<file path="config.mk">
export PLATFORM = sky130hd
export DESIGN_NAME = md_issue_ctrl
export DESIGN_NICKNAME = d
export VERILOG_FILES = /design/src/rtl/md_issue_ctrl_pkg.sv /design/src/rtl/md_shadow_cnt.sv /design/src/rtl/md_issue_ctrl.sv
export SDC_FILE = /design/constraint.sdc
export NUM_CORES = 1
export LEC_CHECK = 0
export ABC_AREA = 1
export CAP_MARGIN = 20
export CORE_ASPECT_RATIO = 0.5
export CORE_UTILIZATION = 30
export CTS_BUF_LIST = sky130_fd_sc_hd__clkbuf_16
export DETAILED_ROUTE_END_ITERATION = 7
export GPL_TIMING_DRIVEN = 0
export PLACE_DENSITY = 0.65
export SLEW_MARGIN = 20
export SYNTH_ARGS = -nofsm -noshare
export SYNTH_HDL_FRONTEND = slang
export SYNTH_SLANG_ARGS = --single-unit
</file>
<file path="constraint.sdc">
create_clock -name clk -period 9.1 [get_ports clk]
set_clock_uncertainty 0.1 [all_clocks]
set_input_delay 1.82 -clock clk [delete_from_list [all_inputs] [get_ports clk]]
set_output_delay 1.82 -clock clk [all_outputs]
set_load 0.02 [all_outputs]
</file>
<file path="src/rtl/md_issue_ctrl_pkg.sv">
// Shared multiply/divide constants: op encodings, idle select,
// unit latencies and shadow FSM state encodings.
package md_issue_ctrl_pkg;

    localparam logic [2:0] OP_MULT  = 3'd0;
    localparam logic [2:0] OP_MULTU = 3'd1;
    localparam logic [2:0] OP_DIV   = 3'd2;
    localparam logic [2:0] OP_DIVU  = 3'd3;
    localparam logic [2:0] OP_MTLO  = 3'd4;
    localparam logic [2:0] OP_MTHI  = 3'd5;

    localparam logic [4:0] SEL_IDLE = 5'd31;

    localparam int MDU_MUL_CYCLES = 5;
    localparam int MDU_DIV_CYCLES = 10;

    localparam logic [1:0] ST_IDLE = 2'd0;
    localparam logic [1:0] ST_MUL  = 2'd1;
    localparam logic [1:0] ST_DIV  = 2'd2;

    function automatic logic is_div_op(input logic [2:0] op);
        return (op == OP_DIV) || (op == OP_DIVU);
    endfunction

    function automatic logic is_mul_op(input logic [2:0] op);
        return (op == OP_MULT) || (op == OP_MULTU);
    endfunction

endpackage

</file>
<file path="src/rtl/md_shadow_cnt.sv">
// Shadow of the multiply/divide unit: tracks MUL/DIV occupancy
// with a down-counter and pulses done on the last busy cycle.
module md_shadow_cnt
    import md_issue_ctrl_pkg::*;
#(
    parameter int MUL_CYCLES = MDU_MUL_CYCLES,
    parameter int DIV_CYCLES = MDU_DIV_CYCLES
) (
    input  logic       clk,
    input  logic       reset,
    input  logic       issue,
    input  logic [2:0] op,
    output logic       active,
    output logic       done
);

    logic [1:0] state;
    logic [3:0] cnt;

    // A new issue always wins, even mid-operation, mirroring the unit.
    always_ff @(posedge clk or posedge reset) begin
        if (reset) begin
            state <= ST_IDLE;
            cnt   <= 4'd0;
        end else if (issue) begin
            if (is_div_op(op)) begin
                state <= ST_DIV;
                cnt   <= 4'(DIV_CYCLES);
            end else begin
                state <= ST_MUL;
                cnt   <= 4'(MUL_CYCLES);
            end
        end else if (state != ST_IDLE) begin
            cnt <= cnt - 4'd1;
            if (cnt == 4'd1) begin
                state <= ST_IDLE;
            end
        end
    end

    assign active = (state != ST_IDLE);
    assign done   = active && (cnt == 4'd1);

endmodule

</file>
<file path="src/rtl/md_issue_ctrl.sv">
// E-stage issue decode for the multiply/divide unit, D-stage stall
// generation and sticky status (divide-by-zero, shadow desync).
module md_issue_ctrl
    import md_issue_ctrl_pkg::*;
#(
    parameter int MUL_CYCLES = MDU_MUL_CYCLES,
    parameter int DIV_CYCLES = MDU_DIV_CYCLES
) (
    input  logic        clk,
    input  logic        reset,
    input  logic        e_valid,
    input  logic [2:0]  e_op,
    input  logic [31:0] rs_val,
    input  logic [31:0] rt_val,
    input  logic        flush,
    input  logic        d_md_use,
    input  logic        busy_in,
    output logic        start,
    output logic [4:0]  select,
    output logic [31:0] d1_out,
    output logic [31:0] d2_out,
    output logic        stall,
    output logic        done,
    output logic        dz_flag,
    output logic        sync_err,
    output logic [31:0] stall_cnt
);

    logic e_live;
    logic issue;
    logic move;
    logic active;
    logic armed;

    // Reset gates the combinational outputs as well as the flops.
    assign e_live = e_valid & ~flush & ~reset;
    assign issue  = e_live & (is_mul_op(e_op) | is_div_op(e_op));
    assign move   = e_live & ((e_op == OP_MTLO) | (e_op == OP_MTHI));

    always_comb begin
        start  = 1'b0;
        select = SEL_IDLE;
        d1_out = 32'd0;
        d2_out = 32'd0;
        if (issue) begin
            start  = 1'b1;
            select = {2'b00, e_op};
            d1_out = rs_val;
            d2_out = rt_val;
        end else if (move) begin
            select = {2'b00, e_op};
            d1_out = rs_val;
        end
    end

    md_shadow_cnt #(
        .MUL_CYCLES (MUL_CYCLES),
        .DIV_CYCLES (DIV_CYCLES)
    ) u_shadow (
        .clk    (clk),
        .reset  (reset),
        .issue  (issue),
        .op     (e_op),
        .active (active),
        .done   (done)
    );

    assign stall = ~reset & d_md_use & (start | busy_in | active);

    // armed: busy_in is only meaningful once the unit has seen an issue.
    always_ff @(posedge clk or posedge reset) begin
        if (reset) begin
            armed     <= 1'b0;
            dz_flag   <= 1'b0;
            sync_err  <= 1'b0;
            stall_cnt <= 32'd0;
        end else begin
            if (issue) begin
                armed <= 1'b1;
            end
            if (issue && is_div_op(e_op) && (rt_val == 32'd0)) begin
                dz_flag <= 1'b1;
            end
            if ((issue && active) || (armed && (active != busy_in))) begin
                sync_err <= 1'b1;
            end
            if (stall) begin
                stall_cnt <= stall_cnt + 32'd1;
            end
        end
    end

endmodule

</file>
## Yosys cells after proc, flatten, opt, wreduce, memory -nomap -nowiden

Index checks and enable logic that the tools add are counted.

| word-level totals | value |
|---|---|
| output and inout port bits | 106 |
| input bits | 73 |
| memories kept | 0 |
| ROM bits | 0 |
| bits in latches | 0 |
| memory bits (writable) | 0 |
| register bits | 41 |

| operators by class | value |
|---|---|
| reductions and logical operators | 14 |
| $add $sub $neg | 2 |
| equality and inequality tests | 7 |
| mux-type cells | 13 |
| $mul | 0 |
| order comparisons | 0 |
| divide/modulo/power cells | 0 |
| bitwise operators | 12 |
| shifts and indexed selects | 0 |

Operator list:

| cell | count |
|---|---|
| 32-bit 2-to-1 mux | 3 |
| 32-bit by 1-bit adder with 32-bit output, second input constant | 1 |
| 32-bit zero test | 1 |
| 4-bit 2-to-1 mux | 3 |
| 5-bit 2-to-1 mux | 2 |
| 2-bit 2-to-1 mux | 4 |
| 1-bit bitwise AND | 6 |
| 3-bit by 2-bit == test with 1-bit output, second input constant | 2 |
| 3-bit == test, second input constant | 2 |
| 2-bit nonzero test | 3 |
| 1-bit logical AND | 5 |
| 4-bit by 1-bit == test with 1-bit output, second input constant | 1 |
| 1-bit bitwise OR | 4 |
| 4-bit by 1-bit subtractor with 4-bit output, second input constant | 1 |
| 3-bit by 1-bit == test with 1-bit output, second input constant | 1 |
| 3-bit zero test | 1 |
| 1-bit logical OR | 3 |
| 1-bit NOT | 2 |
| 2-bit AND reduction | 1 |
| 1-bit 2-to-1 mux | 1 |
| 1-bit != test | 1 |

## Depth between registers and ports, before layout

| logic depth | value |
|---|---|
| depth in word-level cells | 8 |
| gate-level depth with buffers | 11 |
| mapped depth without buffers | 10 |

## By module

Synthesis repeated with hierarchy kept, for this count alone.

| second synthesis, totals | value |
|---|---|
| cell total of the unflattened synthesis | 537 |
| area total of the unflattened synthesis | 3246.9 um2 |

By module, submodules not included:

| module | cells an instance | times used | area each (um2) | sequential area each (um2) |
|---|---|---|---|---|
| md_issue_ctrl | 490 | 1 | 2897.8 | 875.8 |
| md_shadow_cnt | 47 | 1 | 349.1 | 150.1 |

## Worst setup path after synthesis

Ideal clock, no wire load.

| timing | value |
|---|---|
| path type | input to output |
| start | in reset |
| end | out d2_out[22] |
| stages on the path | 5 |
| buffers on the path | 2 |
| arrival | 3.821 ns |
| setup slack | 3.359 ns |
| cell sequence | inv_1 > nand3_2 > buf_2 > buf_1 > nor2_1 |

| between the ends | value |
|---|---|
| longest elaborated chain between the ends | 4 |

RTL lines:

| item | line | RTL |
|---|---|---|
| start: declaration | md_issue_ctrl.sv:10 | `input logic reset,` |
| 1-bit NOT | md_issue_ctrl.sv:36 | `assign e_live = e_valid & ~flush & ~reset;` |
| 1-bit bitwise AND | md_issue_ctrl.sv:36 |  |
| 1-bit bitwise AND | md_issue_ctrl.sv:37 | `assign issue = e_live & (is_mul_op(e_op) \| is_div_op(e_op));` |
| 32-bit 2-to-1 mux | md_issue_ctrl.sv:45 | `if (issue) begin` |
| end: declaration | md_issue_ctrl.sv:21 | `output logic [31:0] d2_out,` |

Every way passes these cells.

## Final worst setup path

| timing | value |
|---|---|
| start | in reset |
| end | out d2_out[28] |

Same word-level chain as after synthesis.

==> qor.log <==
[status] run status completed
[cells_and_area] number of nets in the layout 729
[logic_synthesis] total of warnings raised by yosys 0
[worst_hold_path] classification of the worst-slack hold path reg -> reg
[sta] final hold violations 0
[sta] setup TNS 0 ns
[sta] transition at the pin with the smallest max-transition slack 0.4146 ns
[grt] global-route wire length before repair 15150 um
[sta] count of final max-slew check failures 0
[die] Die Area 10220 um^2
[logic_synthesis] most used flip-flop cell after synthesis sky130_fd_sc_hd__dfrtp_1
[sta] final number of setup-violating endpoints 0
[logic_synthesis] synthesized instance count 467
[cells_and_area] fill cell total of the finished layout 949
[grt] overall routing resource usage 0.1888
[cells_and_area] multi-input combinational cell area 1445 um^2
[placement] Buffers on Ports 178
[cts] CTS tree done
[placement] GPL Wtd Cong 0.7847
[logic_synthesis] nets in the synthesized netlist 543
[cells_and_area] proportion of layout cells with a drive suffix above 1 0.05046
[pwr] highest ir drop seen on vdd 0.07830 mV
[sta] maximum frequency from static timing analysis 167.3 MHz
[drt] routed via count 3253
[worst_setup_path] critical-path maximum fanout 17
[placement] Placement Cell Area 4910 um^2
[pwr] Static Leakage 2.402 nW
[worst_setup_path] CP startpoint kind primary input
[grt] via count of the first global-routing pass 2982
[drt] Initial DRC Count 157
[pwr] net switching power 0.2035 mW
[cts] post-CTS sizing 0
[logic_synthesis] number of flops mapped to enable cells by yosys 0
[die] core region area 9478 um^2
[logic_synthesis] post-synthesis async set-or-reset flop share 1.000
[die] placement row count 25
[die] ports placed on the boundary 179
[cells_and_area] most common cell after layout, fill and taps aside sky130_fd_sc_hd__clkdlybuf4s50_1
[grt] Remaining Overflow, GRT 0
[worst_setup_path] Data arrival, critical path 4.06 ns
[drt] first-pass iteration count of the detailed router 4
[sta] Period Utilization, post-route 0.6569
[grt] antenna violations before repair 0
[cells_and_area] Seq. cell area 1026 um^2
[cts] clock slew seen by the registers of the worst setup and hold paths 0.06 ns
[cts] Clock Path Buffers 2
[worst_setup_path] Crit Path Category in -> out
[sta] Min Clock Period, post-route 5.978 ns
[pwr] Seq pwr share 0.375
[drt] Post-route DRC 0
[cells_and_area] number of antenna repair diodes 0
[logic_synthesis] combined area of all synthesized cells 2939 um^2
[flow_run] maximum capacitance violations 0
[drt] detailed-route wire length 9334 um
[cts] clock root buffer sky130_fd_sc_hd__clkbuf_16
[logic_synthesis] synth unique cells 29
[drt] remaining antenna violation count after routing 0
[die] initial core utilization 0.3101
[placement] HPWL reported at the end of detailed placement 7897 um
[grt] largest net degree at the start of global routing 28
[logic_synthesis] Seq/Total Area, Yosys 0.3491
[sta] relative slew slack 0.7236
[worst_setup_path] Critical Path RT 7.18 ns
[cells_and_area] finished layout cell area 5052 um^2
[pwr] internal power summed over all cells 0.4089 mW
[cells_and_area] area overhead of the layout relative to synthesis 71.90%
[logic_synthesis] synthesized area per cell 6.294 um^2
[pwr] portion of total power attributed to the clock network 0.276
[pwr] fraction of power spent switching nets 0.3323
[logic_synthesis] flip-flop and latch count after synthesis 41
[cts] latest clock arrival within the worst-skew pair 0.28 ns
[die] Horiz. Die Dim 142.0 um
[pwr] power per unit of standard cell area 121.2 nW/um^2
[pwr] share of power burned in combinational logic 0.349
[worst_setup_path] flop2flop setup slack 7.37 ns
[cts] H-tree lvl count 2
[cts] number of buffers created by CTS 5
[drt] via count normalized by instance count 4.123
[sta] unrepaired setup endpoints after global routing no
[cts] total clock sinks 41
[cts] number of setup buffers added after CTS 0
[die] overall die height 71.99 um
[cts] post-cts hold buffer count 0
[cells_and_area] commonest cells after routing, fill and taps aside sky130_fd_sc_hd__clkdlybuf4s50_1, sky130_fd_sc_hd__nand2_1, sky130_fd_sc_hd__nor2_1, sky130_fd_sc_hd__inv_1, sky130_fd_sc_hd__dfrtp_1
[drt] wire length per cell after detailed routing 11.83 um
[worst_setup_path] element type at the critical path end output port
-- through the flow --
stage	hold slack (ns)	power (mW)	util	setup WS [ns]	cells
after floorplan	0.3398	0.3469	-	3.359	467
after global placement	0.3466	0.4412	0.5159	1.923	780
after detailed placement	0.3591	0.4477	0.5180	3.087	781
after CTS	0.3720	0.6214	0.5331	3.091	789
after global routing	0.3949	0.6584	0.5331	2.920	789
final	0.3639	0.6124	0.5331	3.122	789
-- power by group through the flow --
stage	clock, mW	combinational, mW	sequential (mW)
6_report	0.169	0.214	0.230
5_1_grt	0.184	0.240	0.234
4_1_cts	0.176	0.216	0.230
3_5_place_dp	0	0.215	0.233
3_3_place_gp	0	0.209	0.232
2_1_floorplan	0	0.103	0.244
-- critical path: stages --
cell and delay [ns]:
sky130_fd_sc_hd__clkdlybuf4s50_1 0.43, sky130_fd_sc_hd__inv_2 0.31, sky130_fd_sc_hd__nand3_2 0.21, sky130_fd_sc_hd__buf_2 0.23, sky130_fd_sc_hd__buf_1 0.23, sky130_fd_sc_hd__nor2_1 0.19, sky130_fd_sc_hd__clkdlybuf4s50_1 0.64
-- routing by layer --
metal	GRT usage	up-vias	wire [um]
li1	-	1739	-
met1	0.2412	1433	4151
met2	0.3415	77	4686
met3	0.03498	4	454
met4	0.02867	0	42
met5	0	-	0
-- sequential cells by signal, indices dropped and copies added (netlist names) --
register	count
sync_err	1
stall_cnt	32
armed	1
dz_flag	1
u_shadow.state	2
u_shadow.cnt	4
-- cell usage after synthesis (2+ instances only) --
master,instances,area [um^2]
sky130_fd_sc_hd__a21oi_1,3,15.01
sky130_fd_sc_hd__buf_1,3,11.26
sky130_fd_sc_hd__buf_2,5,25.02
sky130_fd_sc_hd__buf_6,2,22.52
sky130_fd_sc_hd__dfrtp_1,41,1026
sky130_fd_sc_hd__ha_1,3,37.54
sky130_fd_sc_hd__inv_1,107,401.6
sky130_fd_sc_hd__nand2_1,113,424.2
sky130_fd_sc_hd__nand2_2,2,12.51
sky130_fd_sc_hd__nand3_1,18,90.09
sky130_fd_sc_hd__nand3b_1,4,30.03
sky130_fd_sc_hd__nand4_1,9,56.30
sky130_fd_sc_hd__nor2_1,110,412.9
sky130_fd_sc_hd__nor2_2,4,25.02
sky130_fd_sc_hd__nor2_4,4,45.04
sky130_fd_sc_hd__nor3_1,2,10.01
sky130_fd_sc_hd__nor4_1,2,12.51
sky130_fd_sc_hd__o21ai_0,9,45.04
sky130_fd_sc_hd__o21ai_1,2,10.01
sky130_fd_sc_hd__xnor2_1,4,35.03
sky130_fd_sc_hd__xor2_1,12,105.1
-- cells by family (layout without fill, tap and decap cells) --
| family | after synthesis | after routing | share of synthesized area |
|---|---|---|---|
| fa+ha+maj | 3 | 3 | 0.01277 |
| flops | 41 | 41 | 0.3491 |
| compound gates | 16 | 16 | 0.03022 |
| buf+inv | 118 | 305 | 0.1592 |
| xor+xnor | 17 | 17 | 0.05321 |
| simple gates | 272 | 272 | 0.3955 |
-- path summary, 6_finish.rpt --
kind                                                from                   endpoint  depth (start not counted)
worst min register to register      sync_err$_DFFE_PP0P_       sync_err$_DFFE_PP0P_                          2
min in group asynchronous                          reset  stall_cnt[13]$_DFFE_PP0P_                          2
worst min-delay path                sync_err$_DFFE_PP0P_       sync_err$_DFFE_PP0P_                          2
max in group asynchronous                          reset   stall_cnt[8]$_DFFE_PP0P_                          3
worst max register to register  stall_cnt[1]$_DFFE_PP0P_  stall_cnt[30]$_DFFE_PP0P_                         10
worst max-delay path                               reset                 d2_out[28]                          7
-- layout make-up --
cell class              instances  area share
repair buffers                179      0.3566
multi-input cells             308      0.2860
flip-flops and latches         41      0.2031
inverters                     107     0.07949
well taps                     135     0.03343
clock buffers                   5     0.02476
plain buffers                  11     0.01313
clock inverters                 3    0.003467
No activity file was read; power rests on OpenSTA's default activity.
